<file path="src/rtl/axi_read_arbiter.sv">
// Two-master AXI4 read arbiter (IFU = M0, LSU = M1), one read in flight.
// Define ARB_ROUND_ROBIN_EN for round-robin ties; default is fixed M1 priority.
module axi_read_arbiter #(
   parameter int ADDR_W = 32,
   parameter int DATA_W = 32,
   parameter int ID_W   = 4
) (
   input  logic              i_clock,
   input  logic              i_reset,
   // master 0 (IFU)
   input  logic [ADDR_W-1:0] i_m0_araddr,
   input  logic [ID_W-1:0]   i_m0_arid,
   input  logic [7:0]        i_m0_arlen,
   input  logic [2:0]        i_m0_arsize,
   input  logic [1:0]        i_m0_arburst,
   input  logic              i_m0_arvalid,
   output logic              o_m0_arready,
   output logic [DATA_W-1:0] o_m0_rdata,
   output logic [1:0]        o_m0_rresp,
   output logic [ID_W-1:0]   o_m0_rid,
   output logic              o_m0_rvalid,
   output logic              o_m0_rlast,
   input  logic              i_m0_rready,
   // master 1 (LSU)
   input  logic [ADDR_W-1:0] i_m1_araddr,
   input  logic [ID_W-1:0]   i_m1_arid,
   input  logic [7:0]        i_m1_arlen,
   input  logic [2:0]        i_m1_arsize,
   input  logic [1:0]        i_m1_arburst,
   input  logic              i_m1_arvalid,
   output logic              o_m1_arready,
   output logic [DATA_W-1:0] o_m1_rdata,
   output logic [1:0]        o_m1_rresp,
   output logic [ID_W-1:0]   o_m1_rid,
   output logic              o_m1_rvalid,
   output logic              o_m1_rlast,
   input  logic              i_m1_rready,
   // downstream
   output logic [ADDR_W-1:0] o_s_araddr,
   output logic [ID_W-1:0]   o_s_arid,
   output logic [7:0]        o_s_arlen,
   output logic [2:0]        o_s_arsize,
   output logic [1:0]        o_s_arburst,
   output logic              o_s_arvalid,
   input  logic              i_s_arready,
   input  logic [DATA_W-1:0] i_s_rdata,
   input  logic [1:0]        i_s_rresp,
   input  logic [ID_W-1:0]   i_s_rid,
   input  logic              i_s_rvalid,
   input  logic              i_s_rlast,
   output logic              o_s_rready,
   // status
   output logic              o_busy,
   output logic              o_len_err
);

   typedef enum logic [2:0] {
      S_IDLE,
      S_AR0,
      S_R0,
      S_AR1,
      S_R1
   } state_e;

   state_e     state_q, state_d;
   logic [7:0] len_q, len_d;
   logic [7:0] beat_q, beat_d;
   logic       len_err_q, len_err_d;
   logic       grant1;
   logic       r_fire;

`ifdef ARB_ROUND_ROBIN_EN
   logic last_q, last_d;

   // on a tie the master that was not served last wins
   assign grant1 = i_m1_arvalid &&
                   (!i_m0_arvalid || !last_q);
`else
   assign grant1 = i_m1_arvalid;
`endif

   assign r_fire =
      ((state_q == S_R0) && i_s_rvalid && i_m0_rready) ||
      ((state_q == S_R1) && i_s_rvalid && i_m1_rready);

   assign o_busy    = (state_q != S_IDLE);
   assign o_len_err = len_err_q;

   always_ff @(posedge i_clock) begin
      if (i_reset) begin
         state_q   <= S_IDLE;
         len_q     <= '0;
         beat_q    <= '0;
         len_err_q <= 1'b0;
`ifdef ARB_ROUND_ROBIN_EN
         last_q    <= 1'b1;
`endif
      end else begin
         state_q   <= state_d;
         len_q     <= len_d;
         beat_q    <= beat_d;
         len_err_q <= len_err_d;
`ifdef ARB_ROUND_ROBIN_EN
         last_q    <= last_d;
`endif
      end
   end

   always_comb begin
      state_d   = state_q;
      len_d     = len_q;
      beat_d    = beat_q;
      len_err_d = 1'b0;
`ifdef ARB_ROUND_ROBIN_EN
      last_d    = last_q;
`endif

      o_m0_arready = 1'b0;
      o_m1_arready = 1'b0;
      o_m0_rdata   = '0;
      o_m0_rresp   = '0;
      o_m0_rid     = '0;
      o_m0_rvalid  = 1'b0;
      o_m0_rlast   = 1'b0;
      o_m1_rdata   = '0;
      o_m1_rresp   = '0;
      o_m1_rid     = '0;
      o_m1_rvalid  = 1'b0;
      o_m1_rlast   = 1'b0;
      o_s_araddr   = '0;
      o_s_arid     = '0;
      o_s_arlen    = '0;
      o_s_arsize   = '0;
      o_s_arburst  = '0;
      o_s_arvalid  = 1'b0;
      o_s_rready   = 1'b0;

      unique case (state_q)
         S_IDLE: begin
            if (i_m0_arvalid || i_m1_arvalid) begin
               state_d = grant1 ? S_AR1 : S_AR0;
            end
         end
         S_AR0: begin
            o_s_araddr   = i_m0_araddr;
            o_s_arid     = i_m0_arid;
            o_s_arlen    = i_m0_arlen;
            o_s_arsize   = i_m0_arsize;
            o_s_arburst  = i_m0_arburst;
            o_s_arvalid  = i_m0_arvalid;
            o_m0_arready = i_s_arready;
            if (i_m0_arvalid && i_s_arready) begin
               len_d   = i_m0_arlen;
               beat_d  = '0;
               state_d = S_R0;
            end
         end
         S_R0: begin
            o_m0_rdata  = i_s_rdata;
            o_m0_rresp  = i_s_rresp;
            o_m0_rid    = i_s_rid;
            o_m0_rvalid = i_s_rvalid;
            o_m0_rlast  = i_s_rlast;
            o_s_rready  = i_m0_rready;
         end
         S_AR1: begin
            o_s_araddr   = i_m1_araddr;
            o_s_arid     = i_m1_arid;
            o_s_arlen    = i_m1_arlen;
            o_s_arsize   = i_m1_arsize;
            o_s_arburst  = i_m1_arburst;
            o_s_arvalid  = i_m1_arvalid;
            o_m1_arready = i_s_arready;
            if (i_m1_arvalid && i_s_arready) begin
               len_d   = i_m1_arlen;
               beat_d  = '0;
               state_d = S_R1;
            end
         end
         S_R1: begin
            o_m1_rdata  = i_s_rdata;
            o_m1_rresp  = i_s_rresp;
            o_m1_rid    = i_s_rid;
            o_m1_rvalid = i_s_rvalid;
            o_m1_rlast  = i_s_rlast;
            o_s_rready  = i_m1_rready;
         end
         default: begin
            state_d = S_IDLE;
         end
      endcase

      // completion follows rlast alone; a count mismatch only flags
      if (r_fire) begin
         beat_d = beat_q + 8'd1;
         if (i_s_rlast) begin
            len_err_d = (beat_q != len_q);
            state_d   = S_IDLE;
`ifdef ARB_ROUND_ROBIN_EN
            last_d    = (state_q == S_R1);
`endif
         end else begin
            len_err_d = (beat_q == len_q);
         end
      end
   end

endmodule

</file>
<file path="config.mk">
export PLATFORM = sky130hd
export DESIGN_NAME = axi_read_arbiter
export DESIGN_NICKNAME = d
export VERILOG_FILES = /design/src/rtl/axi_read_arbiter.sv
export SDC_FILE = /design/constraint.sdc
export NUM_CORES = 1
export LEC_CHECK = 0
export CAP_MARGIN = 20
export CORE_AREA = 5 5 106 108
export CTS_BUF_LIST = sky130_fd_sc_hd__clkbuf_16
export DETAILED_ROUTE_END_ITERATION = 10
export DIE_AREA = 0 0 111 113
export PLACE_DENSITY_LB_ADDON = 0.1
export SYNTH_ARGS = -nofsm -noshare
export SYNTH_HDL_FRONTEND = slang
export SYNTH_SLANG_ARGS = --single-unit
</file>
<file path="constraint.sdc">
create_clock -name i_clock -period 1.6 [get_ports i_clock]
set_input_delay 0.32 -clock i_clock [delete_from_list [all_inputs] [get_ports i_clock]]
set_output_delay 0.32 -clock i_clock [all_outputs]
set_load 0.01 [all_outputs]
</file>
==> results of run 1 <==
-- cells in the mapped netlist, drive strengths merged, types with 2 or more instances --
library cell,instances
clkbuf,15
dfxtp,20
or3,2
a21oi,2
nand2,35
nor2,20
nand2b,3
buf,8
and2,80
a311oi,8
mux2,2
xnor2,11
a22o,45
a211oi,3
o21ai,2
nor3,5
inv,3
nand3,3
nand3b,4
nand4,3
-- stage by stage --
step / setup slack (ns) / hold WS [ns]
floorplan: 0.0287 / 0.477
global placement: -0.445 / 0.509
detailed placement: -0.444 / 0.511
CTS: -0.313 / 0.519
global route: -0.315 / 0.535
finish: -0.264 / 0.505
-- worst max-delay path: cells and delay by family (launching register included) --
kind,cells,cell delay (ns)
buf+inv,5,0.59
flops,1,0.36
simple gates,2,0.33
-- where the power goes --
part	switching, mW	internal (mW)	leakage, nW	total (mW)
logic	0.722	1.17	2.75	1.89
clock network	0.196	0.496	0.0511	0.692
registers	0.0197	0.521	0.164	0.540
-- worst max-delay path by stage --
stage                           to             startpoint
floorplan           o_s_araddr[10]  state_q[0]$_SDFF_PP0_
CTS                    o_m1_rid[0]  state_q[0]$_SDFF_PP0_
detailed placement  o_s_araddr[14]  state_q[0]$_SDFF_PP0_
global route        o_m0_rdata[22]  state_q[0]$_SDFF_PP0_
global placement    o_s_araddr[14]  state_q[2]$_SDFF_PP0_
finish              o_m0_rdata[26]  state_q[0]$_SDFF_PP0_
-- registers in the layout, summed over array words and instances (netlist names) --
signal,cells
beat_q,8
len_q,8
o_len_err,1
state_q,3
-- layout make-up --
| cell class | instances | area (µm²) |
|---|---|---|
| Fill cell | 866 | 3820 |
| Sequential cell | 20 | 407 |
| Clock inverter | 1 | 30.0 |
| Inverter | 3 | 13.8 |
| Clock buffer | 3 | 75.1 |
| Timing Repair Buffer | 369 | 3670 |
| Tap cell | 136 | 170 |
| Multi-Input combinational cell | 242 | 1950 |
-- timing repair --
item / 4_1_cts / 5_1_grt
gates cloned: 9 / 8
endpoints found under the setup margin: 137 / 151
pin swaps: 16 / 89
gates resized for setup: 589 / 198
buffers inserted: 22 / 10
-- cells by family (layout without fill, tap and decap cells) --
kind of cell,count (synthesis),after routing,synth area share
xor+xnor,11,11,0.0452
simple gates,161,161,0.420
flops,20,20,0.188
buf+inv,26,376,0.0541
compound gates,66,66,0.266
mux,3,3,0.0212
fa+ha+maj,1,1,0.00587
-- layer usage --
layer / part of all wire / global-route usage
met1: 0.35 / 0.190
met2: 0.56 / 0.395
met3: 0.075 / 0.0594
met4: 0.017 / 0.0296
met5: 0 / 0
==> flow_metrics.tcl, run 1 <==
set metrics [dict create \
    run_status "finished with violations" \
    violations "setup timing" \
    fin_util 0.623 \
    crit_arrival_ns 1.54 \
    skew_ns 0.00457 \
    htreeDepth 1 \
    hold_path.class "flop to flop" \
    synth_area_mm2 0.00213 \
    dpl.hpwl_um 10100 \
    r2r-start "state_q[1]$_SDFF_PP0_" \
    syn_inst 288 \
    cts_root_buf "clkbuf_16" \
    antenna_found_initial 0 \
    startpoint_type "flop" \
    cp.required_ns 1.28 \
    peakVddDrop_mv 0.486 \
    synth.top_cell.area_share 0.235 \
    mappedNetlistNets 434 \
    tightest_slew_ns 0.313 \
    ys.flop_type "dfxtp_1" \
    dr_total_vias 3561 \
    finalWeightedCongestion 0.818 \
    synth_top_area_cell "and2_1" \
    netlist_top_cells_area "and2_1 (24%), dfxtp_1 (19%), a22o_1 (19%), nand2_1 (6.2%), xnor2_1 (4.5%)" \
    fin_crit_ns 1.86 \
    path_cells "buf_6 > nor3_4 > buf_6 > buf_6 > buf_6 > and2_4 > buf_6" \
    vias_per_cell 4.60 \
    die-area_mm2 0.0125 \
    nets 785 \
    start_util 0.210 \
    path_class "flop to output pin" \
    grt.total_usage 0.192 \
    r2r_cells 8 \
    die-height_um 113 \
    drt_iter0_drc 113 \
    tns_ns -22.82 \
    placed_cell_area_mm2 0.00540 \
    fmax_mhz 536 \
    post_layout_nonfiller_instances 774 \
    num_io_pins 280 \
    finalPower_mw 3.12 \
    total_leakage_power_nw 2.96 \
    max-cap-violations 0 \
    fin_crit_sh 1.17 \
    clockBufferDepth 2 \
    synth.distinct_cells 42 \
    syn2layout_area_growth_pct 197 \
    wl_per_cell_um 18.1 \
    fin_area_mm2 0.00632 \
    critPathMaxStageDelay_ns 0.36 \
    hold_violations 0 \
    synthArstFlopShare 0 \
    yosysSeqAreaShare 0.188 \
    drv_slew 0 \
    drtAntennaViolNets 0 \
    drive_above_1_share 0.520 \
    dpl.cell_count 725 \
    layout_commonest_cell "clkdlybuf4s50_1" \
    synth_edf_count 0 \
    ys_seq_elements 20 \
    placementRows 37 \
    grt_pass1_wl_um 19400 \
    route.detailed.drc 0 \
    numCtsBuffers 3 \
    min_to "len_q[0]$_SDFFE_PP0P_" \
    power_density_mw_per_mm2 494 \
    worstHoldStart "len_q[0]$_SDFFE_PP0P_" \
    rrSetupSlack_ns -0.09 \
    dr.pass1.iters 4 \
    crit_top_cell "buf_6" \
    grt-ovfl-total 0 \
    crit_fanout 6 \
    rsz0062_at_grt "true" \
    hold_depth 2 \
    setup_viol 148 \
    slew_headroom 0.791 \
    finalWorstSetupSlack_ns -0.264 \
    core_area_mm2 0.0101 \
    worst_path_max_delay_cell "dfxtp_4" \
    clk_pin_slew_ns 0.06 \
    cts.sinks 20 \
    timing.rr.end "beat_q[2]$_SDFFE_PP0P_" \
    most-common-layout-cells "clkdlybuf4s50_1 (142), buf_6 (108), buf_2 (59), and2_4 (56), a22o_1 (44)" \
    dieWidth_um 111 \
    insertion_delay_ns 0.25 \
    end_kind "output pin" \
    place.port_buffers 279 \
    yosys_warnings 0 \
    grt_max_degree 33 \
    avgSynthCellArea_um2 7.39 \
    diodes 0 \
    wirelength_um 14000 \
    ctsHoldBuffers 0 \
    cts_tree "built" \
    grt_pass1_vias 3606 \
]
(Power assumes the default switching activity.)
==> run 2: changes to the inputs <==
--- a/config.mk
+++ b/config.mk
@@ -5,12 +5,15 @@
 export SDC_FILE = /design/constraint.sdc
 export NUM_CORES = 1
 export LEC_CHECK = 0
+export ABC_AREA = 1
 export CAP_MARGIN = 20
-export CORE_AREA = 5 5 106 108
+export CORE_AREA = 5 5 105 107
 export CTS_BUF_LIST = sky130_fd_sc_hd__clkbuf_16
 export DETAILED_ROUTE_END_ITERATION = 10
-export DIE_AREA = 0 0 111 113
+export DIE_AREA = 0 0 110 112
+export GPL_TIMING_DRIVEN = 0
 export PLACE_DENSITY_LB_ADDON = 0.1
+export SLEW_MARGIN = 20
 export SYNTH_ARGS = -nofsm -noshare
 export SYNTH_HDL_FRONTEND = slang
 export SYNTH_SLANG_ARGS = --single-unit
==> run 2 against run 1 <==
Net effect:
- the run still ends with setup timing left
- flip-flop and latch count stayed put
- cell area is 16% lower
- routed wire length is 2.2% higher
- register-to-register slack better by 0.30 ns
- critical path depth stayed put
- worst setup slack better by 0.085 ns
- clock skew is 0.0025 ns lower
- clock power is 1% lower
- synthesized area is 3.8% higher
- die area is 1.8% lower
==> flow_metrics.tcl, run 2 <==
set metrics [dict create \
    die-height_um 112 \
    syn_inst 396 \
    antenna_found_initial 0 \
    grt-ovfl-total 0 \
    drv_slew 0 \
    yosysSeqAreaShare 0.181 \
    wl_per_cell_um 17.0 \
    nets 852 \
    numCtsBuffers 3 \
    finalWorstSetupSlack_ns -0.179 \
    rsz0062_at_grt "true" \
    ys_seq_elements 20 \
    drtAntennaViolNets 0 \
    startpoint_type "flop" \
    reg.largest.list "beat_q x8, len_q x8, state_q x3" \
    wirelength_um 14300 \
    r2r-start "state_q[2]$_SDFF_PP0_" \
    crit_fanout 5 \
    slew_headroom 0.696 \
    synth_area_mm2 0.00221 \
    dp_slack_ns -0.585 \
    yosys-top-cells-count "nor2_1 (96), nand2_1 (73), inv_1 (72)" \
    fin_crit_sh 1.11 \
    cp_top_family "buffers and inverters" \
    dr.pass1.iters 4 \
    hold_depth 2 \
    critPathMaxStageDelay_ns 0.39 \
    setup_viol 131 \
    crit_arrival_ns 1.46 \
    layout_commonest_cell "clkdlybuf4s50_1" \
    grt_pass1_wl_um 20700 \
    cp-startpoint "state_q[1]$_SDFF_PP0_" \
    ctsHoldBuffers 0 \
    place.port_buffers 279 \
    crit_top_cell "buf_6" \
    worstHoldStart "len_q[2]$_SDFFE_PP0P_" \
    htreeDepth 1 \
    synth_edf_count 0 \
    ys.flop_type "dfxtp_1" \
    grt_max_degree 13 \
    drt_iter0_drc 264 \
    skew_ns 0.00208 \
    tightest_slew_ns 0.456 \
    end_kind "output pin" \
    dpl.hpwl_um 11700 \
    synth_top_area_cell "dfxtp_1" \
    min_to "len_q[2]$_SDFFE_PP0P_" \
    fmax_mhz 562 \
    dr_total_vias 3722 \
    violations "setup timing" \
    start_util 0.220 \
    yosysMostFrequentCell "nor2_1" \
    avgSynthCellArea_um2 5.58 \
    crit_buf_inv 5 \
    most-common-layout-cells "clkdlybuf4s50_1 (144), buf_2 (106), nor2_1 (85), inv_1 (68), nand2_1 (67)" \
    insertion_delay_ns 0.25 \
    cts.sinks 20 \
    peakVddDrop_mv 0.408 \
    post_layout_nonfiller_instances 841 \
    finalWeightedCongestion 0.857 \
    hold_violations 0 \
    total_leakage_power_nw 2.82 \
    synth.top_cell.area_share 0.181 \
    clk_pin_slew_ns 0.06 \
    power_density_mw_per_mm2 668 \
    cp.required_ns 1.28 \
    hold_path.class "flop to flop" \
    synthArstFlopShare 0 \
    syn2layout_area_growth_pct 141 \
    timing.rr.end "state_q[0]$_SDFF_PP0_" \
    final.fill_count 1061 \
    netlist_top_cells_area "dfxtp_1 (18%), nor2_1 (16%), a22o_1 (16%), nand2_1 (12%), inv_1 (12%)" \
    cp_num_cells 7 \
    path_cells "inv_4 > nand3_4 > inv_6 > buf_6 > buf_6 > a22o_4 > buf_6" \
    synth.distinct_cells 25 \
    finalPower_mw 3.56 \
    cts_tree "built" \
    placementRows 37 \
    drive_above_1_share 0.316 \
    die-area_mm2 0.0123 \
    fin_crit_ns 1.78 \
    num_io_pins 280 \
    path_class "flop to output pin" \
    multi_input_area_mm2 0.00153 \
    seq_area_um2 412 \
    cts_root_buf "clkbuf_16" \
    worst_path_max_delay_cell "dfxtp_4" \
    mappedNetlistNets 542 \
    dieWidth_um 110 \
    yosys_warnings 0 \
    grt_pass1_vias 3766 \
    r2r_cells 10 \
    diodes 0 \
    fin_util 0.531 \
    clockBufferDepth 2 \
    grt.total_usage 0.216 \
    dpl.cell_count 811 \
    rrSetupSlack_ns 0.21 \
    run_status "finished with violations" \
    max-cap-violations 0 \
    core_area_mm2 0.0100 \
    route.detailed.drc 0 \
    vias_per_cell 4.43 \
]
## run 2: changes by cell type in the layout (fill, tap and decap cells not counted), sizes merged, moves of 4 or more
cell | before | now
a22o | 45 | 41
o21ai | 2 | 22
nand3 | 3 | 14
nand3b | 4 | 0
clkdlybuf4s15 | 0 | 4
a311oi | 8 | 0
nand2 | 35 | 75
inv | 3 | 75
nor3 | 5 | 0
a21oi | 2 | 17
buf | 218 | 172
nor2 | 20 | 101
and2 | 80 | 0
xnor2 | 11 | 3
## run 2: metrics by stage
| step | TNS [ns] | cell area [µm²] | hold slack, ns |
|---|---|---|---|
| after floorplan | 0 | 2210 | 0.452 |
| after global placement | -58.50 | 5170 | 0.469 |
| after detailed placement | -60.56 | 5170 | 0.474 |
| after CTS | -12.95 | 5270 | 0.483 |
| after global routing | -22.10 | 5330 | 0.519 |
| final | -13.53 | 5330 | 0.479 |
## run 2: how the worst max path moves through the flow
stage	to
after floorplan	o_s_araddr[10]
after global placement	o_s_araddr[22]
after detailed placement	o_s_araddr[22]
after CTS	o_s_araddr[22]
after global routing	o_s_arid[1]
final	o_s_araddr[22]
## run 2: kinds of logic (layout without fill, tap and decap cells)
family,after synthesis,after routing,synth area share
xor+xnor,3,3,0.0119
buf+inv,96,405,0.176
flops,20,20,0.181
simple gates,194,194,0.369
compound gates,82,82,0.257
fa+ha+maj,1,1,0.00566
## run 2: layer usage
metal,part of all wire,wire (µm),vias to the layer above,global-route usage
li1,-,-,1871,-
met1,0.34,4900,1657,0.222
met2,0.51,7330,181,0.400
met3,0.13,1930,13,0.107
met4,0.010,144,0,0.0241
met5,0,0,-,0
## run 2: area by class of cell
| type | instances | area share |
|---|---|---|
| Sequential cell | 20 | 0.0772 |
| Clock buffer | 3 | 0.0141 |
| Tap cell | 136 | 0.0319 |
| Timing Repair Buffer | 306 | 0.483 |
| Buffer | 20 | 0.0450 |
| Multi-Input combinational cell | 280 | 0.286 |
| Inverter | 75 | 0.0570 |
| Clock inverter | 1 | 0.00563 |
## run 2: timing repair
item                                    in CTS  in global routing
hold endpoints to repair                     0                  0
gates cloned                                 8                  1
endpoints found under the setup margin     134                134
pin swaps                                   25                  9
buffers inserted                            16                  2
resized for setup                          670                 24
## run 2: power by group
| part | leakage [nW] | internal [mW] | switching [mW] |
|---|---|---|---|
| combinational | 2.60 | 1.22 | 1.09 |
| sequential | 0.164 | 0.530 | 0.0408 |
| clock | 0.0511 | 0.496 | 0.188 |
## run 2: worst min-delay path, stage by stage (launching register included)
cell and delay [ns]:
dfxtp_1 0.32, nand2_1 0.06, a21oi_1 0.05
